<file path="config.mk">
export PLATFORM = sky130hd
export DESIGN_NAME = jtdd_obj_rom_slot_flat
export DESIGN_NICKNAME = d
export VERILOG_FILES = /design/src/rtl/jtdd_obj_rom_slot_pkg.sv /design/src/rtl/jtdd_obj_rom_slot_if.sv /design/src/rtl/jtdd_obj_rom_slot_line.sv /design/src/rtl/jtdd_obj_rom_slot.sv /design/src/flat_wrapper.sv
export SDC_FILE = /design/constraint.sdc
export NUM_CORES = 1
export LEC_CHECK = 0
export CAP_MARGIN = 10
export CORE_AREA = 2 2 127 129
export CTS_CLUSTER_SIZE = 30
export DETAILED_ROUTE_END_ITERATION = 7
export DIE_AREA = 0 0 129 131
export PLACE_DENSITY = 0.81
export SLEW_MARGIN = 5
export SYNTH_ARGS = -nofsm -noshare
export SYNTH_HDL_FRONTEND = slang
export SYNTH_SLANG_ARGS = --single-unit
</file>
<file path="constraint.sdc">
create_clock -name clk -period 7.3 [get_ports clk]
set_input_delay 1.46 -clock clk [delete_from_list [all_inputs] [get_ports clk]]
set_output_delay 1.46 -clock clk [all_outputs]
set_load 0.05 [all_outputs]
</file>
<file path="src/rtl/jtdd_obj_rom_slot_pkg.sv">
// Shared definitions for the OBJ ROM slot.
//  - fetch_state_t : SDRAM fetch sequencer encoding (IDLE/REQ/WAIT/FILL)
//  - word order of a fetched 32-bit line: even word in the low half,
//    odd word in the high half
//  - pick_word()   : selects the 16-bit word of a line from addr[0]
package jtdd_obj_rom_slot_pkg;

  typedef enum logic [1:0] {
    ST_IDLE = 2'd0,
    ST_REQ  = 2'd1,
    ST_WAIT = 2'd2,
    ST_FILL = 2'd3
  } fetch_state_t;

  localparam int WORD_W    = 16;
  localparam int LINE_W    = 32;
  localparam int EVEN_LSB  = 0;
  localparam int ODD_LSB   = 16;
  localparam int NUM_LINES = 2;

  function automatic logic [WORD_W-1:0] pick_word(input logic [LINE_W-1:0] line,
                                                  input logic              odd);
    return odd ? line[ODD_LSB +: WORD_W] : line[EVEN_LSB +: WORD_W];
  endfunction

endpackage

</file>
<file path="src/rtl/jtdd_obj_rom_slot_if.sv">
// SDRAM arbiter port of the OBJ ROM slot.
//  master : the slot (drives sdram_req/sdram_addr, receives ack and data)
//  slave  : the arbiter side
//  sdram_req  - fetch request, held until sdram_ack
//  sdram_addr - 32-bit aligned SDRAM word address of the line
//  sdram_ack  - request accepted (1-cycle pulse)
//  data_rdy   - data_read valid (1-cycle pulse)
//  data_read  - fetched line, [15:0] even word, [31:16] odd word
interface jtdd_obj_rom_slot_if #(
  parameter int SDW = 22
);
  logic           sdram_req;
  logic [SDW-1:0] sdram_addr;
  logic           sdram_ack;
  logic           data_rdy;
  logic [31:0]    data_read;

  modport master (
    output sdram_req, sdram_addr,
    input  sdram_ack, data_rdy, data_read
  );

  modport slave (
    input  sdram_req, sdram_addr,
    output sdram_ack, data_rdy, data_read
  );
endinterface

</file>
<file path="src/rtl/jtdd_obj_rom_slot_line.sv">
// One cache line of the OBJ ROM slot: valid bit, tag and 32-bit data.
//  clk/rst  : clock, synchronous active-high reset
//  clr      : invalidate the line (ROM download)
//  wr_en    : load wr_tag/wr_data and mark valid
//  rd_tag   : tag of the consumer address, rd_odd selects the word
//  hit      : line valid and tag matches rd_tag
//  word     : selected 16-bit word of the stored line
//  valid/tag: stored state, used by the victim choice in the top
module jtdd_rom_line
  import jtdd_obj_rom_slot_pkg::*;
#(
  parameter int TW = 17
) (
  input  logic              clk,
  input  logic              rst,
  input  logic              clr,
  input  logic              wr_en,
  input  logic [TW-1:0]     wr_tag,
  input  logic [LINE_W-1:0] wr_data,
  input  logic [TW-1:0]     rd_tag,
  input  logic              rd_odd,
  output logic              hit,
  output logic [WORD_W-1:0] word,
  output logic              valid,
  output logic [TW-1:0]     tag
);
  logic              valid_reg;
  logic [TW-1:0]     tag_reg;
  logic [LINE_W-1:0] data_reg;

  always_ff @(posedge clk) begin
    if (rst) begin
      valid_reg <= 1'b0;
      tag_reg   <= '0;
      data_reg  <= '0;
    end else if (clr) begin
      valid_reg <= 1'b0;
    end else if (wr_en) begin
      valid_reg <= 1'b1;
      tag_reg   <= wr_tag;
      data_reg  <= wr_data;
    end
  end

  assign hit   = valid_reg && (tag_reg == rd_tag);
  assign word  = pick_word(data_reg, rd_odd);
  assign valid = valid_reg;
  assign tag   = tag_reg;
endmodule

</file>
<file path="src/rtl/jtdd_obj_rom_slot.sv">
// OBJ layer ROM slot: serves 16-bit words to the sprite engine from a
// 2-line cache of 32-bit lines and fetches misses from SDRAM.
//  clk, rst     : clock, synchronous active-high reset
//  downloading  : ROM load in progress - invalidate cache, abort fetch
//  cs, addr     : consumer request and word address
//  dout, ok     : word for addr; ok only while addr still equals the
//                 address dout was loaded for
//  sdram        : arbiter port (req/addr out, ack/data_rdy/data_read in)
module jtdd_obj_rom_slot
  import jtdd_obj_rom_slot_pkg::*;
#(
  parameter int           AW     = 18,
  parameter int           SDW    = 22,
  parameter logic [SDW-1:0] OFFSET = '0
) (
  input  logic              clk,
  input  logic              rst,
  input  logic              downloading,
  input  logic              cs,
  input  logic [AW-1:0]     addr,
  output logic [WORD_W-1:0] dout,
  output logic              ok,
  jtdd_obj_rom_slot_if.master sdram
);
  localparam int TW = AW - 1;

  fetch_state_t      state_reg, state_next;
  logic              req_reg;
  logic [SDW-1:0]    sdram_addr_reg;
  logic [TW-1:0]     inflight_tag_reg;
  logic              victim_reg;
  logic [WORD_W-1:0] dout_reg;
  logic              ok_reg;
  logic [AW-1:0]     addr_reg;

  logic [TW-1:0]     cur_tag;
  logic              line_hit   [NUM_LINES];
  logic [WORD_W-1:0] line_word  [NUM_LINES];
  logic              line_valid [NUM_LINES];
  logic [TW-1:0]     line_tag   [NUM_LINES];
  logic              hit_any;
  logic [WORD_W-1:0] hit_word;
  logic              victim_sel;
  logic              data_take;
  logic              start_fetch;
  logic [SDW-1:0]    fetch_offset;

  assign cur_tag  = addr[AW-1:1];
  assign hit_any  = line_hit[0] | line_hit[1];
  assign hit_word = line_hit[1] ? line_word[1] : line_word[0];

  // Round-robin victim, but skip a line that already holds the in-flight
  // tag so a fill never leaves two copies of the same line.
  assign victim_sel = (line_valid[victim_reg] && line_tag[victim_reg] == inflight_tag_reg)
                      ? ~victim_reg : victim_reg;

  // data_rdy is accepted in WAIT, or in REQ when it arrives together with
  // the ack; anywhere else it belongs to an aborted fetch and is dropped.
  assign data_take = sdram.data_rdy && !downloading &&
                     ((state_reg == ST_WAIT) || (state_reg == ST_REQ && sdram.sdram_ack));

  assign fetch_offset = {{(SDW-AW){1'b0}}, addr[AW-1:1], 1'b0};

  generate
    for (genvar gi = 0; gi < NUM_LINES; gi++) begin : g_line
      jtdd_rom_line #(.TW(TW)) u_line (
        .clk     (clk),
        .rst     (rst),
        .clr     (downloading),
        .wr_en   (data_take && (victim_sel == 1'(gi))),
        .wr_tag  (inflight_tag_reg),
        .wr_data (sdram.data_read),
        .rd_tag  (cur_tag),
        .rd_odd  (addr[0]),
        .hit     (line_hit[gi]),
        .word    (line_word[gi]),
        .valid   (line_valid[gi]),
        .tag     (line_tag[gi])
      );
    end
  endgenerate

  always_comb begin
    state_next  = state_reg;
    start_fetch = 1'b0;
    if (downloading) begin
      state_next = ST_IDLE;
    end else begin
      case (state_reg)
        ST_IDLE: begin
          if (cs && !hit_any) begin
            state_next  = ST_REQ;
            start_fetch = 1'b1;
          end
        end
        ST_REQ: begin
          if (sdram.sdram_ack) state_next = sdram.data_rdy ? ST_FILL : ST_WAIT;
        end
        ST_WAIT: begin
          if (sdram.data_rdy) state_next = ST_FILL;
        end
        ST_FILL: state_next = ST_IDLE;
        default: state_next = ST_IDLE;
      endcase
    end
  end

  always_ff @(posedge clk) begin
    if (rst) begin
      state_reg        <= ST_IDLE;
      req_reg          <= 1'b0;
      sdram_addr_reg   <= '0;
      inflight_tag_reg <= '0;
      victim_reg       <= 1'b0;
      dout_reg         <= '0;
      ok_reg           <= 1'b0;
      addr_reg         <= '0;
    end else begin
      state_reg <= state_next;

      if (downloading) begin
        req_reg <= 1'b0;
      end else if (start_fetch) begin
        req_reg          <= 1'b1;
        sdram_addr_reg   <= OFFSET + fetch_offset;
        inflight_tag_reg <= cur_tag;
      end else if (state_reg == ST_REQ && sdram.sdram_ack) begin
        req_reg <= 1'b0;
      end

      if (data_take) victim_reg <= ~victim_sel;

      // Hits are served in every state, so the line filled in FILL is
      // picked up on the FILL edge and ok rises one cycle later.
      if (downloading || !cs) begin
        ok_reg <= 1'b0;
      end else if (hit_any) begin
        dout_reg <= hit_word;
        ok_reg   <= 1'b1;
        addr_reg <= addr;
      end else begin
        ok_reg <= 1'b0;
      end
    end
  end

  assign sdram.sdram_req  = req_reg;
  assign sdram.sdram_addr = sdram_addr_reg;
  assign dout             = dout_reg;
  // Combinational gate: a new address drops ok in the same cycle.
  assign ok               = ok_reg && cs && (addr == addr_reg);
endmodule

</file>
<file path="src/flat_wrapper.sv">
// flat-port wrapper written by rule: the top's interface ports become plain ports
module jtdd_obj_rom_slot_flat import jtdd_obj_rom_slot_pkg::*;
#(
  parameter int           AW     = 18,
  parameter int           SDW    = 22,
  parameter logic [SDW-1:0] OFFSET = '0
)
  (clk, rst, downloading, cs, addr, dout, ok, sdram_sdram_req, sdram_sdram_addr, sdram_sdram_ack, sdram_data_rdy, sdram_data_read);
  jtdd_obj_rom_slot_if #(.SDW(SDW)) sdram_i ();
  input  logic clk;
  input  logic rst;
  input  logic downloading;
  input  logic cs;
  input  logic [AW-1:0] addr;
  output logic [WORD_W-1:0] dout;
  output logic ok;
  output wire logic [$bits(sdram_i.sdram_req)-1:0] sdram_sdram_req;
  output wire logic [$bits(sdram_i.sdram_addr)-1:0] sdram_sdram_addr;
  input wire logic [$bits(sdram_i.sdram_ack)-1:0] sdram_sdram_ack;
  input wire logic [$bits(sdram_i.data_rdy)-1:0] sdram_data_rdy;
  input wire logic [$bits(sdram_i.data_read)-1:0] sdram_data_read;
  assign sdram_sdram_req = sdram_i.sdram_req;
  assign sdram_sdram_addr = sdram_i.sdram_addr;
  assign sdram_i.sdram_ack = sdram_sdram_ack;
  assign sdram_i.data_rdy = sdram_data_rdy;
  assign sdram_i.data_read = sdram_data_read;
  jtdd_obj_rom_slot #(.AW(AW), .SDW(SDW), .OFFSET(OFFSET)) u_core (.clk(clk), .rst(rst), .downloading(downloading), .cs(cs), .addr(addr), .dout(dout), .ok(ok), .sdram(sdram_i));
endmodule
</file>
==> results of run 1 <==
==> cell type report <==
cell class	instances	area (sq um)	area share (%)
Multi-Input combinational cell	522	4229	46.03
Sequential cell	156	3123	33.99
Timing Repair Buffer	97	950.9	10.35
Clock buffer	19	452.9	4.930
Tap cell	216	270.3	2.942
Clock inverter	12	138.9	1.512
Inverter	6	22.52	0.2451
==> how the worst max path moves through the flow <==
stage	slack, ns	depth (start not counted)	endpoint
finish	1.54	8	ok
global route	1.39	8	ok
CTS	1.61	8	ok
detailed placement	1.62	8	ok
global placement	1.63	8	ok
floorplan	1.44	7	ok
==> kinds of logic (layout without fill, tap and decap cells) <==
group	Yosys count	in the layout	share of synthesized area (%)
AOI/OAI and AO/OA	12	12	1.291
xor gates and xnor gates	69	69	7.895
adders and majority gates	4	4	0.6538
buffers and inverters	70	134	4.462
DFF	156	156	40.80
muxes	183	183	26.54
other	1	5	0.04899
and+or+nand+nor	249	249	18.31
==> stage by stage <==
stage | instances | util, %
finish | 1028 | 58.90
global route | 1028 | 58.90
detailed placement | 997 | 55.11
floorplan | 748 | -
CTS | 1028 | 58.90
global placement | 997 | 55.11
==> cell usage after synthesis, types with 2 or more instances <==
cell type	number
nor3b_1	3
nor3_1	7
xnor2_1	46
a21boi_0	3
mux4_2	16
nand2b_1	148
dfxtp_1	156
nand3_1	3
mux2i_1	167
nor4_1	9
nor2_1	56
nor2b_1	2
clkbuf_1	40
buf_2	12
buf_6	6
inv_1	6
ha_1	4
nand2_1	4
nand4_1	13
xor2_1	23
buf_4	5
==> critical path: stages <==
cell	delay [ns]
clkdlybuf4s50_1	0.45
buf_4	0.34
xnor2_1	0.19
nand4_1	0.12
nor4_1	0.55
nand3_1	0.15
nor4_1	0.20
clkdlybuf4s50_1	0.84
==> routing by layer <==
| metal | vias to the layer above | share of wire [%] | global-route usage [%] |
|---|---|---|---|
| li1 | 2619 | - | - |
| met1 | 2576 | 46 | 25.26 |
| met2 | 108 | 49 | 36.38 |
| met3 | 28 | 3.8 | 5.619 |
| met4 | 0 | 1.6 | 7.673 |
| met5 | - | 0 | 0 |
==> where the power goes <==
part           total (mW)  switching (mW)  internal [mW]  leakage, nW
Clock               0.889           0.367          0.522        0.278
Sequential          0.870          0.0100          0.860         1.26
Combinational       0.176          0.0941         0.0819         2.28
Total                1.93           0.471           1.46         3.82
==> metrics, run 1 <==
number of global-route vias before repair=~5,500; final period utilization=roughly four fifths; critical path launch point type=primary input; crit path DAT=around 4.3 ns; Antenna Cells=0; FF-to-FF Start=u_core.victim_reg; worst setup path startpoint=addr[0]; Syn-to-layout area delta=20.02%; worst skew pair latency=about 0.43 ns; setup violators final=0; FF-to-FF End=u_core.g_line[1].u_line.tag[2]; YS warnings=0; worst hold margin=~0.47 ns; sequential share of the synthesized area=about two fifths; LEAKAGE=approximately 3.8 nW; post-synth top area share=between 40% and 50%; H-tree depth=4; post-DR vias/cell=around 5.2; Reg2Reg Depth=9; number of flops mapped to enable cells by yosys=0; CTS clk-pin slew, worst paths=~0.060 ns; Seq cells post-synth=roughly 160; total negative slack=0 ns; DRT iter0 DRCs=between 300 and 400; WL final=between 15,000 and 20,000 microns; pin count of the biggest net entering global routing=between 100 and 150; crit path max fanout=18; max_slew headroom=about 28%; global-route wire length before repair=27,290 microns; Final Instance Area=~9200 sq um; total CTS buffers=17; via count=5,331; # resized after CTS=0; status=finished clean; unrepaired setup endpoints after global routing=no; drt first pass iters=4; PD cells=~210 nW/um^2; Final #Nets=860; Distinct cells, synth=36; worst reg-to-reg setup slack=3.24 ns; hold depth=2; DRC violations left=0; skew final=about 0.0069 ns; # IOs=96; critical path class=in2out; post-synthesis cell area=roughly 7700 sq um; die width=129 microns; post-layout min period=around 5.8 ns; Hold Crit Start=u_core.g_line[1].u_line.data_reg[30]; row count=between 40 and 50; Clk Tree Root Cell=clkbuf_16; final worst setup slack=around 1.5 ns; die height=approximately 130 microns; Clock Tree Buf Depth=2; CTS tree=yes; PortBufs=90; dpl hpwl=between 10,000 and 15,000 microns; Power Total=between 1.5 and 2 mW; FMAX=around 170 MHz; die area=about 17,000 sq um; Peak supply drop=around 0.00018 V; GRT overflow=0; total setup buffers inserted after CTS=0; ANT nets after route=0; Routed WL per cell=roughly 16 microns; Worst setup EP type=output pin; Setup WS pre-CTS=roughly 1.6 ns; max-slew violation count=0; biggest area consumer among synthesized cells=dfxtp_1; Hold Path Sink=u_core.g_line[1].u_line.data_reg[30]; GPL Wtd Cong=0.8579; commonest cells after routing, fill and taps aside=167 x mux2i_1, 156 x dfxtp_1, 148 x nand2b_1; final hold vios=0; # hold bufs at CTS=0; max reg flops=64; share of cells above drive strength 1=7.143%; Max-cap violations=0; actual slew at the worst max-slew pin=between 1 and 1.5 ns; Hold Path Class=reg2reg; Core ar.=between 15,000 and 20,000 sq um; commonest non-fill, non-tap cell in the layout=mux2i_1; clk sinks=roughly 160; Post-Syn Area per Cell=between 10 and 15 sq um; fill cell count=between 1,000 and 1,500; FFs w/ async S/R, synth=0%; GRT Resource Usage Total=21.03%; initial antenna violation count=0; main flop type after synthesis=dfxtp_1; Post-DP Area=between 8000 and 9000 sq um; Worst Path Required=between 5 and 6 ns; Starting Density=49.08%; synth top area cells=dfxtp_1 41%, mux2i_1 22%, nand2b_1 12%; cell count after synthesis=about 740
No activity file was read; power rests on OpenSTA's default activity.
==> run 2: changes to the inputs <==
PLACE_DENSITY = 0.84   (was 0.81)
clock period = 5.1 ns   (was 7.3 ns; I/O delays follow)
==> run 2 against run 1 <==
  * Register-to-register slack worse by 1.9 ns
  * Flip-flop and latch count stayed put
  * Power grew 47%
  * Sequential share of layout area is 0.46 points lower
  * Critical endpoint unchanged
  * Largest cell class unchanged
  * Highest routed layer unchanged
==> metrics, run 2 (synthesis results as in run 1) <==
status=finished clean; Starting Density=49.08% (unchanged); total setup buffers inserted after CTS=0 (unchanged); PortBufs=90 (unchanged); final hold vios=0 (unchanged); # hold bufs at CTS=0 (unchanged); total CTS buffers=17 (unchanged); die area=16,900 sq um (unchanged); setup violators final=0 (unchanged); DRC violations left=0 (unchanged); skew final=0.007452 ns (+0.0005305 ns); Max-cap violations=0 (unchanged); Worst setup EP type=output pin; DRT iter0 DRCs=305 (-6.4%); critical path launch point type=primary input; GPL Wtd Cong=0.8456 (-1.4%); CTS clk-pin slew, worst paths=0.06 ns (about the same); ANT nets after route=0 (unchanged); max-slew violation count=0 (unchanged); FMAX=~230 MHz; commonest cells after routing, fill and taps aside=167 x mux2i_1, 156 x dfxtp_1, 148 x nand2b_1; die width=129 microns (unchanged); number of global-route vias before repair=5,322 (-2.6%); worst setup path startpoint=addr[10]; max_slew headroom=47.10% (+19 points); Peak supply drop=0.0002568 V (+44%); FF-to-FF Start=u_core.victim_reg; PD cells=306.3 nW/um^2 (+45%); final period utilization=83.53%; actual slew at the worst max-slew pin=0.7918 ns (-0.2780 ns); Syn-to-layout area delta=21.66%; Setup WS pre-CTS=0.9086 ns (-0.7125 ns); Clk Tree Root Cell=clkbuf_16; post-layout min period=around 4.3 ns; GRT Resource Usage Total=21.02% (about the same); drt first pass iters=4 (unchanged); unrepaired setup endpoints after global routing=no; via count=5,331 (unchanged); crit path DAT=3.24 ns (-1.06 ns); die height=131 microns (unchanged); post-DR vias/cell=5.156 (-0.58%); Hold Path Class=reg2reg; total negative slack=0 ns (unchanged); max reg flops=64 (unchanged); dpl hpwl=11,290 microns (+3.7%); # IOs=96 (unchanged); CTS tree=yes; Final #Nets=865 (+0.58%); # resized after CTS=0 (unchanged); row count=46 (unchanged); Core ar.=15,600 sq um (unchanged); Hold Crit Start=u_core.g_line[1].u_line.data_reg[11]; final worst setup slack=0.8399 ns (-0.6955 ns); global-route wire length before repair=27,490 microns (+0.73%); Worst Path Required=4.08 ns (-1.76 ns); pin count of the biggest net entering global routing=104 (-16%); crit path max fanout=5 (-13); critical path class=in2out; H-tree depth=4 (unchanged); commonest non-fill, non-tap cell in the layout=mux2i_1; Antenna Cells=0 (unchanged); GRT overflow=0 (unchanged); Clock Tree Buf Depth=2 (unchanged); LEAKAGE=3.887 nW (+1.9%); initial antenna violation count=0 (unchanged); Routed WL per cell=16.16 microns (+0.28%); share of cells above drive strength 1=7.946% (+0.80 points); worst skew pair latency=0.42 ns (about the same); WL final=16,710 microns (+0.86%); worst reg-to-reg setup slack=1.37 ns (-1.87 ns); clk sinks=156 (unchanged)
[run 2: cell types whose count changed in the layout (fill, tap and decap cells not counted)]
cell	delta
buf_12	+4
bufinv_16	+2
clkinv_2	+2
clkbuf_8	-1
inv_6	-1
buf_4	+2
clkdlybuf4s50_1	-1
clkinvlp_4	-1
[run 2: through the flow]
| stage | hold slack, ns | power (mW) | area, sq um | utilization (%) | instances |
|---|---|---|---|---|---|
| after floorplan | 0.4491 | 1.437 | 7670 | - | 748 |
| after global placement | 0.4584 | 1.522 | 8681 | 55.66 | 1002 |
| after detailed placement | 0.4664 | 1.525 | 8681 | 55.66 | 1002 |
| after CTS | 0.4775 | 2.867 | 9313 | 59.71 | 1034 |
| after global routing | 0.4934 | 2.946 | 9313 | 59.71 | 1034 |
| final | 0.4723 | 2.852 | 9313 | 59.71 | 1034 |
[run 2: where the power goes]
part / internal, mW / switching [mW]
logic: 0.118 / 0.136
clock network: 0.834 / 0.519
registers: 1.23 / 0.0142
[run 2: cell type report]
type                    count  area [sq um]
clock buffers              18         439.2
clock inverters            14         192.7
fillers                  1307          6285
inverters                   6         22.52
multi-input cells         522          4229
flip-flops and latches    156          3123
well taps                 216         270.3
repair buffers            102          1036
[run 2: worst max-delay path, cell delays in order]
cell	delay [ns]
clkdlybuf4s50_1	0.57
xnor2_1	0.27
nand4_1	0.11
nor4_1	0.52
nand3_1	0.15
nor4_1	0.40
buf_12	0.20
[run 2: path summary, 6_finish.rpt]
path,end,depth (start not counted)
hold / removal,u_core.g_line[1].u_line.data_reg[11],2
setup / recovery,ok,7
setup reg to reg,u_core.g_line[0].u_line.data_reg[25],9
hold reg to reg,u_core.g_line[1].u_line.data_reg[11],2
[run 2: metal layers]
layer	track usage, %	wire length (microns)
met5	0	0
met4	7.864	324
met3	4.316	734
met2	35.89	8242
met1	26.37	7406
